### config.mk
export PLATFORM = sky130hd
export DESIGN_NAME = port_io_controller_flat
export DESIGN_NICKNAME = d
export VERILOG_FILES = /design/src/rtl/port_io_pkg.sv /design/src/rtl/port_io_if.sv /design/src/rtl/port_io_fifo.sv /design/src/rtl/port_io_controller.sv /design/src/flat_wrapper.sv
export SDC_FILE = /design/constraint.sdc
export NUM_CORES = 1
export LEC_CHECK = 0
export CAP_MARGIN = 15
export CORE_MARGIN = 1
export CORE_UTILIZATION = 37
export CTS_BUF_LIST = sky130_fd_sc_hd__clkbuf_16
export DETAILED_ROUTE_END_ITERATION = 7
export SLEW_MARGIN = 25
export SYNTH_ARGS = -nofsm -noshare
export SYNTH_HDL_FRONTEND = slang
export SYNTH_SLANG_ARGS = --single-unit
### constraint.sdc
create_clock -name clk -period 9.2 [get_ports clk]
set_input_delay 0.92 -clock clk [delete_from_list [all_inputs] [get_ports clk]]
set_output_delay 0.92 -clock clk [all_outputs]
set_load 0.005 [all_outputs]
### src/rtl/port_io_pkg.sv
// port_io_pkg: default addresses and status-word bit positions for port_io_controller
package port_io_pkg;
    localparam logic [31:0] OUT_ADDR_DEF    = 32'h1001_0024;
    localparam logic [31:0] IN_ADDR_DEF     = 32'h1001_0028;
    localparam logic [31:0] STATUS_ADDR_DEF = 32'h1001_002C;
    localparam int ST_EMPTY     = 0;
    localparam int ST_FULL      = 1;
    localparam int ST_CHG       = 2;
    localparam int ST_OVF       = 3;
    localparam int ST_COUNT_LSB = 4;
endpackage

### src/rtl/port_io_if.sv
// port_io_if: processor data-bus access plus the PortIn/PortOut stream of the I/O block
interface port_io_if;
    logic [31:0] Address;
    logic [31:0] WriteData;
    logic        MemWrite;
    logic        MemRead;
    logic [31:0] ReadData;
    logic        Hit;
    logic [7:0]  PortIn;
    logic [31:0] PortOut;
    logic        PortOutValid;
    logic        PortOutReady;
    modport master (
        output Address, WriteData, MemWrite, MemRead, PortIn, PortOutReady,
        input  ReadData, Hit, PortOut, PortOutValid
    );
    modport slave (
        input  Address, WriteData, MemWrite, MemRead, PortIn, PortOutReady,
        output ReadData, Hit, PortOut, PortOutValid
    );
endinterface

### src/rtl/port_io_fifo.sv
// port_io_fifo: power-of-two FIFO; a push into a full FIFO is taken only alongside a pop
module port_io_fifo #(
    parameter int WIDTH = 32,
    parameter int DEPTH = 4,
    localparam int PW = $clog2(DEPTH)
) (
    input  logic             clk,
    input  logic             reset,
    input  logic             push,
    input  logic             pop,
    input  logic [WIDTH-1:0] din,
    output logic [WIDTH-1:0] dout,
    output logic             full,
    output logic             empty,
    output logic [PW:0]      count
);
    logic [WIDTH-1:0] mem_q [DEPTH];
    logic [WIDTH-1:0] mem_d [DEPTH];
    logic [PW-1:0]    rd_ptr_q, rd_ptr_d, wr_ptr_q, wr_ptr_d;
    logic [PW:0]      count_q, count_d;
    logic             do_push, do_pop;
    assign empty   = count_q == '0;
    assign full    = count_q == (PW+1)'(DEPTH);
    assign count   = count_q;
    assign do_pop  = pop && !empty;
    assign do_push = push && (!full || do_pop);
    assign dout    = empty ? '0 : mem_q[rd_ptr_q];
    always_comb begin
        mem_d = mem_q;
        if (do_push) mem_d[wr_ptr_q] = din;
        rd_ptr_d = rd_ptr_q + PW'(do_pop);
        wr_ptr_d = wr_ptr_q + PW'(do_push);
        count_d  = count_q + (PW+1)'(do_push) - (PW+1)'(do_pop);
    end
    // Storage needs no reset: dout is forced to zero while the FIFO is empty.
    always_ff @(posedge clk) begin
        mem_q <= mem_d;
        if (reset) begin
            rd_ptr_q <= '0;
            wr_ptr_q <= '0;
            count_q  <= '0;
        end else begin
            rd_ptr_q <= rd_ptr_d;
            wr_ptr_q <= wr_ptr_d;
            count_q  <= count_d;
        end
    end
endmodule

### src/rtl/port_io_controller.sv
// port_io_controller: memory-mapped PortOut FIFO / PortIn sampler; PORT_IO_SYNC_EN adds a two-flop input synchronizer
module port_io_controller
    import port_io_pkg::*;
#(
    parameter logic [31:0] OUT_ADDR    = OUT_ADDR_DEF,
    parameter logic [31:0] IN_ADDR     = IN_ADDR_DEF,
    parameter logic [31:0] STATUS_ADDR = STATUS_ADDR_DEF,
    parameter int          FIFO_DEPTH  = 4
) (
    input  logic      clk,
    input  logic      reset,
    port_io_if.slave  bus
);
    localparam int CW = $clog2(FIFO_DEPTH) + 1;
    logic          hit_out, hit_in, hit_st;
    logic          push, pop, full, empty;
    logic [CW-1:0] count;
    logic [7:0]    in_q, in_d;
    logic          chg_q, chg_d, ovf_q, ovf_d;
    logic [31:0]   status;
    assign hit_out = bus.Address == OUT_ADDR;
    assign hit_in  = bus.Address == IN_ADDR;
    assign hit_st  = bus.Address == STATUS_ADDR;
    assign push    = bus.MemWrite && hit_out;
    assign pop     = !empty && bus.PortOutReady;
    port_io_fifo #(.WIDTH(32), .DEPTH(FIFO_DEPTH)) u_fifo (
        .clk   (clk),
        .reset (reset),
        .push  (push),
        .pop   (pop),
        .din   (bus.WriteData),
        .dout  (bus.PortOut),
        .full  (full),
        .empty (empty),
        .count (count)
    );
    assign bus.PortOutValid = !empty;
`ifdef PORT_IO_SYNC_EN
    logic [7:0] meta_q, meta_d;
    assign meta_d = bus.PortIn;
    always_ff @(posedge clk) meta_q <= reset ? 8'h00 : meta_d;
    assign in_d = meta_q;
`else
    assign in_d = bus.PortIn;
`endif
    // Sets dominate the read-side clears when both land on the same edge.
    always_comb begin
        chg_d  = (in_d != in_q) || (chg_q && !(bus.MemRead && hit_in));
        ovf_d  = (push && full && !pop) || (ovf_q && !(bus.MemRead && hit_st));
        status = '0;
        status[ST_EMPTY] = empty;
        status[ST_FULL]  = full;
        status[ST_CHG]   = chg_q;
        status[ST_OVF]   = ovf_q;
        status[ST_COUNT_LSB +: CW] = count;
    end
    always_ff @(posedge clk) begin
        if (reset) begin
            in_q  <= '0;
            chg_q <= 1'b0;
            ovf_q <= 1'b0;
        end else begin
            in_q  <= in_d;
            chg_q <= chg_d;
            ovf_q <= ovf_d;
        end
    end
    assign bus.Hit      = hit_out || hit_in || hit_st;
    assign bus.ReadData = hit_in ? {24'b0, in_q} : hit_st ? status : 32'b0;
endmodule

### src/flat_wrapper.sv
// flat-port wrapper written by rule: the top's interface ports become plain ports
module port_io_controller_flat import port_io_pkg::*;
#(
    parameter logic [31:0] OUT_ADDR    = OUT_ADDR_DEF,
    parameter logic [31:0] IN_ADDR     = IN_ADDR_DEF,
    parameter logic [31:0] STATUS_ADDR = STATUS_ADDR_DEF,
    parameter int          FIFO_DEPTH  = 4
)
  (clk, reset, bus_Address, bus_WriteData, bus_MemWrite, bus_MemRead, bus_PortIn, bus_PortOutReady, bus_ReadData, bus_Hit, bus_PortOut, bus_PortOutValid);
  port_io_if bus_i ();
  input  logic clk;
  input  logic reset;
  input wire logic [$bits(bus_i.Address)-1:0] bus_Address;
  input wire logic [$bits(bus_i.WriteData)-1:0] bus_WriteData;
  input wire logic [$bits(bus_i.MemWrite)-1:0] bus_MemWrite;
  input wire logic [$bits(bus_i.MemRead)-1:0] bus_MemRead;
  input wire logic [$bits(bus_i.PortIn)-1:0] bus_PortIn;
  input wire logic [$bits(bus_i.PortOutReady)-1:0] bus_PortOutReady;
  output wire logic [$bits(bus_i.ReadData)-1:0] bus_ReadData;
  output wire logic [$bits(bus_i.Hit)-1:0] bus_Hit;
  output wire logic [$bits(bus_i.PortOut)-1:0] bus_PortOut;
  output wire logic [$bits(bus_i.PortOutValid)-1:0] bus_PortOutValid;
  assign bus_i.Address = bus_Address;
  assign bus_i.WriteData = bus_WriteData;
  assign bus_i.MemWrite = bus_MemWrite;
  assign bus_i.MemRead = bus_MemRead;
  assign bus_i.PortIn = bus_PortIn;
  assign bus_i.PortOutReady = bus_PortOutReady;
  assign bus_ReadData = bus_i.ReadData;
  assign bus_Hit = bus_i.Hit;
  assign bus_PortOut = bus_i.PortOut;
  assign bus_PortOutValid = bus_i.PortOutValid;
  port_io_controller #(.OUT_ADDR(OUT_ADDR), .IN_ADDR(IN_ADDR), .STATUS_ADDR(STATUS_ADDR), .FIFO_DEPTH(FIFO_DEPTH)) u_core (.clk(clk), .reset(reset), .bus(bus_i));
endmodule
Word level (Yosys, flattened, before mapping)
Index checks and enable logic that the tools add are counted.
{"block": "word_totals", "ff_bits": 145, "input_bits": 77, "elab_cells": 55}
{"block": "op_classes", "n_addsub": 4, "order_cmp": 3, "n_eq_ne": 5, "muxes": 9, "bitwise_logic": 2, "n_reduce_logical": 22}
{"op": "2-to-1 mux 32 bit", "n": 5}
{"op": "bitwise mux 128 bit", "n": 1}
{"op": "equality test 32 x 29 -> 1 bit, second input constant", "n": 3}
{"op": "binary-select mux 32 bit (select 2 bit)", "n": 1}
{"op": "demux 32 bit (select 2 bit)", "n": 1}
{"op": "logical AND 1 bit", "n": 11}
{"op": "!= test 8 bit", "n": 1}
{"op": "2-to-1 mux 7 bit", "n": 1}
{"op": "greater-or-equal comparator 3 bit, second input constant", "n": 2}
{"op": "NOT 2 -> 3 bit", "n": 2}
{"op": "logical NOT 1 bit", "n": 5}
{"op": "logical OR 1 bit", "n": 5}
{"op": "adder 2 x 1 -> 2 bit", "n": 2}
{"op": "adder 3 x 1 -> 3 bit", "n": 1}
{"op": "equality test 3 bit, second input constant", "n": 1}
{"op": "logical NOT 3 bit", "n": 1}
{"op": "less-than comparator 3 x 1 -> 1 bit, second input constant", "n": 1}
{"op": "subtractor 3 x 1 -> 3 bit", "n": 1}

Logic depth before layout (Yosys ltp)
{"block": "depth", "depth_word": 8, "mapped_depth": 12, "mapped_depth_nobuf": 12}

Modules after synthesis
A second synthesis with hierarchy kept.
{"block": "unflattened", "cells_unflattened": 335, "hier_area_um2": 6100.9}
{"mod": "port_io_fifo", "n_inst": 1, "cells_per_inst": 240, "area_each_um2": 5277.6, "seq_area_each_um2": 3983.8}
{"mod": "port_io_controller", "n_inst": 1, "cells_per_inst": 95, "area_each_um2": 823.3, "seq_area_each_um2": 200.2}

Worst setup path after synthesis
No wires, ideal clock.
{"block": "synth_timing", "kind": "input to register", "from": "in bus_Address[31]", "to": "reg u_core.u_fifo.mem_q[100] (netlist name) (enable)", "setup_time_ns": 0.468, "arrival_time_ns": 4.221, "slack_ns": 4.511, "path_stages": 4, "n_path_buf": 0, "cell_sequence": "nor4b_2 -> nand4_2 -> nor4b_4 -> nor3b_1"}
{"block": "synth_via", "elab_chain_cells": 3}
{"element": "start: declaration", "line": "flat_wrapper.sv:13", "source": "input wire logic [$bits(bus_i.Address)-1:0] bus_Address;"}
{"element": "equality test 32 x 29 -> 1 bit", "line": "port_io_controller.sv:21", "source": "assign hit_out = bus.Address == OUT_ADDR;"}
{"element": "logical AND 1 bit", "line": "port_io_controller.sv:24", "source": "assign push = bus.MemWrite && hit_out;"}
{"element": "logical AND 1 bit", "line": "port_io_fifo.sv:26", "source": "assign do_push = push && (!full || do_pop);"}
{"element": "end signal: assignment", "line": "port_io_fifo.sv:37", "source": "mem_q <= mem_d;"}
{"element": "end: declaration", "line": "port_io_fifo.sv:17", "source": "logic [WIDTH-1:0] mem_q [DEPTH];"}
No other way between the ends.
A chain may end at the register's enable or synchronous reset.

Final worst setup path
{"block": "layout_timing", "from": "in bus_Address[20]", "to": "out bus_ReadData[7]"}
{"block": "layout_via", "elab_chain_cells": 2}
{"element": "equality test 32 x 29 -> 1 bit", "line": "port_io_controller.sv:22", "source": "assign hit_in = bus.Address == IN_ADDR;"}
{"element": "2-to-1 mux 32 bit", "line": "port_io_controller.sv:69", "source": "assign bus.ReadData = hit_in ? {24'b0, in_q} : hit_st ? status : 32'b0;"}
{"element": "end: declaration", "line": "flat_wrapper.sv:19", "source": "output wire logic [$bits(bus_i.ReadData)-1:0] bus_ReadData;"}
No other way between the ends.

==> results.sh <==
export IMPL_synth_distinct_cells=38
export IMPL_critPathMaxFanout=8
export IMPL_grtUsageTotal_pct=14.9
export IMPL_syn_area_sq_um=6030
export IMPL_synth_edf_count=128
export IMPL_setup_viol=0
export IMPL_crit_path_start_kind="primary input"
export IMPL_numCtsBuffers=17
export IMPL_cts_hold_buf=0
export IMPL_crit_buf_inv=2
export IMPL_clock_sinks=145
export IMPL_worst_pin_slew_ps=941
export IMPL_post_cts_resized=0
export IMPL_rsz0062_at_grt="no"
export IMPL_outcome="completed"
export IMPL_p_per_area_nw_per_um2=231
export IMPL_final_period_utilization_pct=44.2
export IMPL_synth_xor_area_share_pct=1.74
export IMPL_max_stage_delay_ps=530
export IMPL_postSynthAreaPerCell_sq_um=18.1
export IMPL_antenna_found_initial=0
export IMPL_slowest_stage="or3_1"
export IMPL_via_count=3219
export IMPL_clk_latency_ps=420
export IMPL_num_nets_final=541
export IMPL_die_h_um=130
export IMPL_clkTransAtPathRegs_ps=50
export IMPL_hp_class="register to register"
export IMPL_die_w_um=130
export IMPL_cp_cell_sequence="clkdlybuf4s50_1 > nor4_2 > nand4_2 > or3_1 > nor3b_2 > clkdlybuf4s50_1"
export IMPL_portBuffers=118
export IMPL_grt_max_degree=34
export IMPL_first_iter_violations=127
export IMPL_cp_common_cell="clkdlybuf4s50_1"
export IMPL_die_area_sq_um=16800
export IMPL_synthSimpleGateAreaFrac_pct=9.78
export IMPL_layout_drive_gt1_share_pct=16.2
export IMPL_fill_cells=1383
export IMPL_synth_ff_type="edfxtp_1"
export IMPL_grt_pass1_wl_mm=17.8
export IMPL_stdcell_count=686
export IMPL_dpl_cell_area_sq_um=7370
export IMPL_clockRootBuffer="clkbuf_16"
export IMPL_viasPerCell=4.69
export IMPL_htreeDepth=4
export IMPL_cts_tree="built"
export IMPL_postSynthCellCount=333
export IMPL_avgRoutedWirePerCell_um=17.0
export IMPL_critPathRequiredTime_ps=8280
export IMPL_place_hpwl_mm=7.27
export IMPL_ios=143
export IMPL_grt_pass1_vias=3398
export IMPL_synth_compound_area_share_pct=0.540
export IMPL_finalPower_mw=1.82
export IMPL_ys_seq_area_share_pct=69.4
export IMPL_ys_ff_latch=145
export IMPL_cpLargestDelayFamily="simple AND/OR/NAND/NOR gates"
export IMPL_place_congestion=0.745
export IMPL_coreArea_sq_um=15900
export IMPL_grt_ovfl_total=0
export IMPL_slew_viol_final=0
export IMPL_synth_top_family_by_area="multiplexers"
export IMPL_insertedDiodeCount=0
export IMPL_first_pass_iters=4
export IMPL_whs_ps=488
export IMPL_setup_tns_ps=0
export IMPL_syn2layout_area_growth_pct=30.8
export IMPL_cp_end_kind="output pin"
export IMPL_clockBufferDepth=2
export IMPL_finalHoldViolations=0
export IMPL_synthArstFlopShare_pct=0
export IMPL_skew_ps=8.25
export IMPL_final_area_sq_um=7880
export IMPL_ant_nets=0
export IMPL_wirelength_mm=11.7
export IMPL_p_leak_nw=2.62
export IMPL_synthMuxAreaShare_pct=13.0
export IMPL_rows=46
export IMPL_clock_fmax_mhz=246
export IMPL_start_util_pct=37.9
export IMPL_drv_cap=0
export IMPL_worstSetupPathType="primary input to output pin"
export IMPL_cts_setup_buffers=0
export IMPL_yosys_warnings=0
export IMPL_worstPathArrival_ps=3150
export IMPL_slew_headroom_pct=37.3
export IMPL_drc=0
export IMPL_timing_final_crit_period_ps=4070
export IMPL_post_place_cells=656
export IMPL_synthAdderAreaFrac_pct=1.16
export IMPL_ff2ff_setup_slack_ps=6550
export IMPL_peakVddDrop_v=0.000141
==> cell usage in the layout (no fill, tap or decap), drive strengths merged, types with 2 or more instances in the layout <==
| cell type | instances |
|---|---|
| edfxtp | 128 |
| clkdlybuf4s50 | 118 |
| nor2b | 44 |
| mux4 | 32 |
| conb | 24 |
| clkbuf | 17 |
| dfxtp | 17 |
| nor2 | 13 |
| xor2 | 9 |
| inv | 8 |
| clkinv | 8 |
| mux2i | 6 |
| nor4 | 6 |
| ha | 4 |
| buf | 4 |
| nor4b | 4 |
| nand3 | 3 |
| xnor2 | 3 |
| nand4 | 2 |
| nor3b | 2 |
| and3b | 2 |
| a21oi | 2 |
| nor3 | 2 |
==> cells in the mapped netlist (all sizes together) (2+ instances only) <==
cell | n | share of area [%]
a21oi | 2 | 0.17
and3b | 2 | 0.29
buf | 29 | 3.5
clkbuf | 9 | 0.56
dfxtp | 17 | 5.6
edfxtp | 128 | 64
ha | 4 | 0.83
inv | 5 | 0.31
mux2i | 6 | 1.0
mux4 | 32 | 12
nand3 | 3 | 0.25
nand4 | 2 | 0.42
nor2 | 13 | 0.81
nor2b | 44 | 4.6
nor3 | 2 | 0.17
nor3b | 2 | 0.33
nor4 | 6 | 1.2
nor4b | 4 | 1.1
xnor2 | 3 | 0.44
xor2 | 9 | 1.3
==> cell families after synthesis <==
| kind of cell | Yosys count |
|---|---|
| flops | 145 |
| simple gates | 84 |
| buf+inv | 43 |
| mux | 38 |
| xor+xnor | 12 |
| fa+ha+maj | 5 |
| compound gates | 5 |
| other cells | 1 |
==> tightest hold or removal path, stage by stage, from the launching register on <==
cell and delay [ps]:
dfxtp_1 310, o31ai_1 60, a21oi_1 70
==> final cells by class <==
type | instances | area (sq um) | area share (%)
multi-input combinational | 168 | 1690 | 21.4
inverter | 5 | 18.8 | 0.238
timing repair buffer | 122 | 1210 | 15.4
tap | 216 | 270 | 3.43
clock buffer | 17 | 425 | 5.40
clock inverter | 13 | 82.6 | 1.05
sequential | 145 | 4190 | 53.1
==> metrics by stage <==
step,worst slack [ps],util (%)
after floorplan,4510,-
after global routing,5040,49.6
after CTS,5100,49.6
after global placement,5110,46.4
after detailed placement,5120,46.4
final,5130,49.6
==> metal layers <==
metal | track usage (%) | wire length, um
met5 | 0 | 0
met4 | 6.57 | 188
met3 | 5.24 | 876
met2 | 24.3 | 5690
met1 | 17.7 | 4910
==> worst paths after layout <==
check	startpoint	to	depth (start not counted)
worst max-delay path	bus_Address[20]	bus_ReadData[7]	6
worst min-delay path	u_core.ovf_q	u_core.ovf_q	2
worst max register to register	u_core.u_fifo.count[1]	u_core.u_fifo.count[2]	10
worst min register to register	u_core.ovf_q	u_core.ovf_q	2
==> power breakdown <==
part | leakage (nW) | total, mW | switching [mW] | internal, mW
clock network | 0.259 | 0.594 | 0.236 | 0.358
logic | 1.07 | 0.464 | 0.175 | 0.289
registers | 1.29 | 0.763 | 0.0370 | 0.726
==> registers in the layout, summed over array words and instances (netlist names) <==
signal	count
u_core.in_q	8
u_core.ovf_q	1
u_core.u_fifo.mem_q	128
u_core.u_fifo.count	3
u_core.chg_q	1
u_core.u_fifo.wr_ptr_q	2
u_core.u_fifo.rd_ptr_q	2
Power figures use the tool's default switching activity.
